$ cat config.mk
export PLATFORM = sky130hd
export DESIGN_NAME = bp_be_late_wb_queue
export DESIGN_NICKNAME = d
export VERILOG_FILES = /design/src/rtl/bp_be_late_wb_queue_pkg.sv /design/src/rtl/bp_be_late_wb_ring.sv /design/src/rtl/bp_be_late_wb_queue.sv
export SDC_FILE = /design/constraint.sdc
export NUM_CORES = 1
export LEC_CHECK = 0
export ABC_CLOCK_PERIOD_IN_PS = 10600
export CAP_MARGIN = 40
export CORE_ASPECT_RATIO = 0.7
export CORE_UTILIZATION = 35
export DETAILED_ROUTE_END_ITERATION = 6
export SYNTH_ARGS = -nofsm -noshare
export SYNTH_HDL_FRONTEND = slang
export SYNTH_SLANG_ARGS = --single-unit
$ cat constraint.sdc
create_clock -name clk_i -period 10.6 [get_ports clk_i]
set_input_delay 2.12 -clock clk_i [delete_from_list [all_inputs] [get_ports clk_i]]
set_output_delay 2.12 -clock clk_i [all_outputs]
set_load 0.01 [all_outputs]
$ cat src/rtl/bp_be_late_wb_queue_pkg.sv
// rtl/bp_be_late_wb_queue_pkg.sv - writeback packet type shared by the late-writeback queue
package bp_be_late_wb_queue_pkg;

  localparam int reg_addr_width_gp = 5;
  localparam int dword_width_gp    = 64;
  localparam int fflags_width_gp   = 5;

  // Long-latency register result as seen by the scheduler.
  typedef struct packed {
    logic                         ird_w_v;
    logic                         frd_w_v;
    logic [reg_addr_width_gp-1:0] rd_addr;
    logic [dword_width_gp-1:0]    rd_data;
    logic                         fflags_w_v;
    logic [fflags_width_gp-1:0]   fflags;
  } bp_be_wb_pkt_s;

  localparam int wb_pkt_width_lp = $bits(bp_be_wb_pkt_s);

endpackage

$ cat src/rtl/bp_be_late_wb_ring.sv
// rtl/bp_be_late_wb_ring.sv - 2-write/1-read circular buffer with occupancy count
module bp_be_late_wb_ring #(
  parameter  int els_p     = 4,
  parameter  int width_p   = 8,
  localparam int ptr_w_lp  = (els_p > 1) ? $clog2(els_p) : 1,
  localparam int cnt_w_lp  = $clog2(els_p + 1)
) (
  input  logic                clk,
  input  logic                rst,
  input  logic                w0_v,
  input  logic [width_p-1:0]  w0_data,
  input  logic                w1_v,
  input  logic [width_p-1:0]  w1_data,
  input  logic                deq,
  output logic [width_p-1:0]  data,
  output logic [cnt_w_lp-1:0] count
);

  logic [width_p-1:0]  mem [els_p];
  logic [ptr_w_lp-1:0] rptr_r, wptr_r, wptr_p1, w1_addr;
  logic [cnt_w_lp-1:0] count_r;

  // Pointers wrap modulo els_p, so depth need not be a power of two.
  function automatic logic [ptr_w_lp-1:0] wrap_inc(input logic [ptr_w_lp-1:0] p);
    return (p == ptr_w_lp'(els_p - 1)) ? '0 : p + 1'b1;
  endfunction

  assign wptr_p1 = wrap_inc(wptr_r);
  // The second write lands behind the first when both arrive together.
  assign w1_addr = w0_v ? wptr_p1 : wptr_r;

  // Storage carries no reset; only the pointers and count define validity.
  always_ff @(posedge clk) begin
    if (w0_v) mem[wptr_r]  <= w0_data;
    if (w1_v) mem[w1_addr] <= w1_data;
  end

  // Pointer and occupancy bookkeeping.
  always_ff @(posedge clk or posedge rst) begin
    if (rst) begin
      rptr_r  <= '0;
      wptr_r  <= '0;
      count_r <= '0;
    end else begin
      if (deq) rptr_r <= wrap_inc(rptr_r);
      case ({w0_v, w1_v})
        2'b11:        wptr_r <= wrap_inc(wptr_p1);
        2'b10, 2'b01: wptr_r <= wptr_p1;
        default:      wptr_r <= wptr_r;
      endcase
      count_r <= count_r + cnt_w_lp'(w0_v) + cnt_w_lp'(w1_v) - cnt_w_lp'(deq);
    end
  end

  assign data  = mem[rptr_r];
  assign count = count_r;

endmodule

$ cat src/rtl/bp_be_late_wb_queue.sv
// rtl/bp_be_late_wb_queue.sv - merges int and fp late results toward the scheduler with starvation force
module bp_be_late_wb_queue
  import bp_be_late_wb_queue_pkg::*;
#(
  parameter  int els_p    = 4,
  parameter  int starve_p = 16,
  localparam int cnt_w_lp = $clog2(els_p + 1),
  localparam int age_w_lp = $clog2(starve_p + 1)
) (
  input  logic                       clk_i,
  input  logic                       reset_i,
  input  logic [wb_pkt_width_lp-1:0] int_wb_pkt_i,
  input  logic                       int_wb_v_i,
  output logic                       int_wb_ready_and_o,
  input  logic [wb_pkt_width_lp-1:0] fp_wb_pkt_i,
  input  logic                       fp_wb_v_i,
  output logic                       fp_wb_ready_and_o,
  output logic [wb_pkt_width_lp-1:0] late_wb_pkt_o,
  output logic                       late_wb_v_o,
  output logic                       late_wb_force_o,
  input  logic                       late_wb_yumi_i,
  output logic                       empty_o,
  output logic [cnt_w_lp-1:0]        count_o
);

  localparam logic [cnt_w_lp-1:0] full_c    = cnt_w_lp'(els_p);
  localparam logic [cnt_w_lp-1:0] one_free_c = cnt_w_lp'(els_p - 1);
  localparam logic [cnt_w_lp-1:0] two_free_c = cnt_w_lp'(els_p - 2);
  localparam logic [age_w_lp-1:0] starve_c  = age_w_lp'(starve_p);

  logic [cnt_w_lp-1:0] count_r;
  logic [age_w_lp-1:0] age_r;
  logic                int_enq, fp_enq, deq;

  // Readys look only at registered occupancy so yumi never feeds them;
  // int wins the last free slot.
  assign int_wb_ready_and_o = (count_r <= one_free_c);
  assign fp_wb_ready_and_o  = (count_r <= two_free_c) | ((count_r == one_free_c) & ~int_wb_v_i);

  assign int_enq = int_wb_v_i & int_wb_ready_and_o;
  assign fp_enq  = fp_wb_v_i & fp_wb_ready_and_o;
  assign deq     = late_wb_yumi_i & late_wb_v_o;

  bp_be_late_wb_ring #(
    .els_p   (els_p),
    .width_p (wb_pkt_width_lp)
  ) ring (
    .clk     (clk_i),
    .rst     (reset_i),
    .w0_v    (int_enq),
    .w0_data (int_wb_pkt_i),
    .w1_v    (fp_enq),
    .w1_data (fp_wb_pkt_i),
    .deq     (deq),
    .data    (late_wb_pkt_o),
    .count   (count_r)
  );

  assign late_wb_v_o = (count_r != '0);
  assign empty_o     = (count_r == '0);
  assign count_o     = count_r;

  // Head age: counts cycles the head sits unconsumed, saturating so force holds until yumi.
  always_ff @(posedge clk_i or posedge reset_i) begin
    if (reset_i)                              age_r <= '0;
    else if (late_wb_yumi_i | ~late_wb_v_o)   age_r <= '0;
    else if (age_r != starve_c)               age_r <= age_r + 1'b1;
  end

  assign late_wb_force_o = late_wb_v_o & ((count_r == full_c) | (age_r == starve_c));

  yumi_needs_valid: assert property (@(posedge clk_i) disable iff (reset_i)
    late_wb_yumi_i |-> late_wb_v_o);

  count_bounded: assert property (@(posedge clk_i) disable iff (reset_i)
    count_r <= full_c);

  force_honored: assert property (@(posedge clk_i) disable iff (reset_i)
    (late_wb_force_o & ~late_wb_yumi_i) |=> late_wb_yumi_i);

endmodule

==> impl_metrics.py <==
metrics = {
    "logic_synthesis": {
        "ys_seq_area_frac": 0.597,
        "ys_warn_count": 0,
        "synth.most_common_cell": "edfxtp_1",
        "synth.top_cell.area_share": 0.579,
        "synth_flop_cell": "edfxtp_1",
        "synthTopCellsByCount": "edfxtp_1 (308), mux2_2 (208), mux4_2 (77)",
        "synth_area_um2": 16000,
        "ys_ff_latch": 320,
        "synth_area_leaders": "edfxtp_1 (58%), mux2_2 (15%), mux4_2 (11%), mux2_4 (5.6%), mux2_1 (2.9%)",
        "synth_edf_count": 308,
        "yosysTopAreaCell": "edfxtp_1",
        "syn_nets": 1027,
        "synthCells": 855,
        "async_flop_share": 0.0375,
        "ys_types": 45,
        "syn_area_per_cell_um2": 18.7,
    },
    "clocking": {
        "root_buffer": "clkbuf_16",
        "htreeDepth": 2,
        "cts_setup_buffers": 0,
        "hold_buffers": 0,
        "clk_pin_slew_ns": 0.06,
        "cts_tree": "done",
        "cts_resized": 0,
        "clkSinkCount": 320,
        "clk-insertion-delay-late_ns": 0.53,
        "cts_buffers": 36,
        "clockBufferDepth": 3,
    },
    "global_route": {
        "track_usage": 0.171,
        "grt_antenna_before_repair": 1,
        "grt_max_degree": 47,
        "grt_pass1_vias": 9511,
        "overflow": 0,
        "grt_pass1_wl_um": 60200,
    },
    "sta": {
        "slew_violations": 0,
        "skew_ns": 0.0184,
        "max_freq_mhz": 172,
        "rsz0062_at_grt": "no",
        "finalSetupViolCount": 0,
        "worst_slew_pin_slew_ns": 0.854,
        "period_needed_ns": 5.81,
        "hold_viol_final": 0,
        "fin_crit_sh": 0.548,
        "maxSlewHeadroom": 0.430,
        "finalSetupTns_ns": 0,
    },
    "placed_design": {
        "gp_congestion": 0.747,
        "port_buffers": 243,
        "dp_cells": 1666,
        "dp_hpwl_um": 23200,
    },
    "worst_setup_path": {
        "cpMostUsedCell": "clkdlybuf4s50_1",
        "cp_slowest_cell": "clkdlybuf4s50_1",
        "cp.depth": 4,
        "reg2regPathDepth": 7,
        "worst-path-buf-inv": 2,
        "critPathMaxFanout": 14,
        "critPathTopFamily": "buffers and inverters",
        "cp-end-kind": "output port",
        "crit_arrival_ns": 3.69,
        "cp-start-kind": "primary input",
        "required_ns": 8.48,
        "path_cells": "clkdlybuf4s50_1 > nand2_1 > a31o_2 > clkdlybuf4s50_1",
        "max_stage_delay_ns": 0.62,
        "crit_type": "primary input to output port",
    },
    "hold_path": {
        "hold_depth": 2,
        "hold_path.class": "flop to flop",
    },
    "routing": {
        "drtAntennaViolNets": 0,
        "wl_per_cell_um": 23.0,
        "wirelength_um": 39700,
        "via_count": 8789,
        "dr.pass1.iters": 4,
        "drtIter0Drc": 494,
        "via_per_inst": 5.08,
        "drcViolationCount": 0,
    },
    "die": {
        "ios": 244,
        "fp.dieH_um": 181,
        "start_util": 0.355,
        "die_area_um2": 46500,
        "rows": 65,
        "core_area_um2": 45100,
        "die_x_um": 257,
    },
    "finish": {
        "fin_nets": 1273,
        "fin_cells": 1730,
        "area_growth_pct": 26.4,
        "fill_cells": 3960,
        "register_area_um2": 9560,
        "multi_input_area_um2": 6140,
        "drive_gt1_frac": 0.377,
    },
    "power": {
        "leakagePower_nw": 6.99,
        "powerDensity_nw_per_um2": 268,
        "ir_worst_vdd_mv": 0.244,
    },
    "outcome": {
        "outcome": "completed",
    },
    "job": {
        "cap_violations": 0,
    },
}
-- layout make-up --
class	count	area share
repair buffers	262	0.127
clock buffers	48	0.0468
clock inverters	15	0.00929
inverters	12	0.00223
multi-input cells	469	0.304
diodes	1	0.000124
flip-flops and latches	320	0.473
well taps	603	0.0373
-- tightest hold or removal path, cell delays in order (launching register included) --
cell and delay (ns):
dfrtp_1 0.37, xor2_1 0.07, nor2_1 0.08
-- registers in the layout, indices dropped and copies added, names as in the netlist --
register and flops:
ring.mem 308, ring.count 3, ring.wptr_r 2, ring.rptr_r 2, age_r 5
-- power by group --
part	internal, W	switching, W
combinational	0.00111	0.00106
sequential	0.00186	0.000144
clock	0.000727	0.000513
total	0.00370	0.00171
-- cells in the final DEF (no fill, tap or decap), drive strengths merged, types with 4 or more instances in the layout --
cell           count
inv               13
nor3               5
xnor2              4
dfrtp             12
mux4              77
buf               19
clkinv            10
o211ai             4
clkdlybuf4s50    243
nor2              12
edfxtp           308
mux2             309
o21ai              4
nand2b             4
nand2              6
clkbuf            48
bufinv             4
ha                11
-- layer usage --
| metal | global-route usage | part of all wire | up-vias | wire [µm] |
|---|---|---|---|---|
| li1 | - | - | 3972 | - |
| met1 | 0.235 | 0.46 | 4568 | 18200 |
| met2 | 0.276 | 0.47 | 188 | 18900 |
| met3 | 0.0376 | 0.048 | 61 | 1910 |
| met4 | 0.0409 | 0.021 | 0 | 818 |
| met5 | 0 | 0 | - | 0 |
-- per-stage QoR --
stage          instance area (µm²)  setup WS (ns)  hold WS (ns)  utilization  power (W)
5_1_grt                      20200           4.72         0.603        0.449    0.00568
3_5_place_dp                 19100           4.81         0.539        0.423    0.00425
6_report                     20200           4.79         0.560        0.449    0.00542
2_1_floorplan                16000           1.57         0.505            -    0.00332
3_3_place_gp                 19100           4.81         0.531        0.423    0.00423
4_1_cts                      20200           4.80         0.557        0.448    0.00550
-- final timing paths --
check                                    start                 to  slack [ns]
worst max-delay path                int_wb_v_i  fp_wb_ready_and_o        4.79
worst max register to register  ring.wptr_r[0]    ring.mem[3][18]        7.14
max in group asynchronous              reset_i     ring.rptr_r[0]        8.25
worst min register to register        age_r[4]           age_r[4]        0.56
min in group asynchronous              reset_i           age_r[1]        1.94
worst min-delay path                  age_r[4]           age_r[4]        0.56
-- cells by family after synthesis --
kind of cell,synth area share
adder cells (fa/ha/maj),0.0111
AO/OA/AOI/OAI,0.00877
XOR/XNOR,0.00329
AND/OR/NAND/NOR,0.0160
multiplexers,0.341
buffers and inverters,0.0225
flip-flops,0.597
No activity file was read; power rests on OpenSTA's default activity.
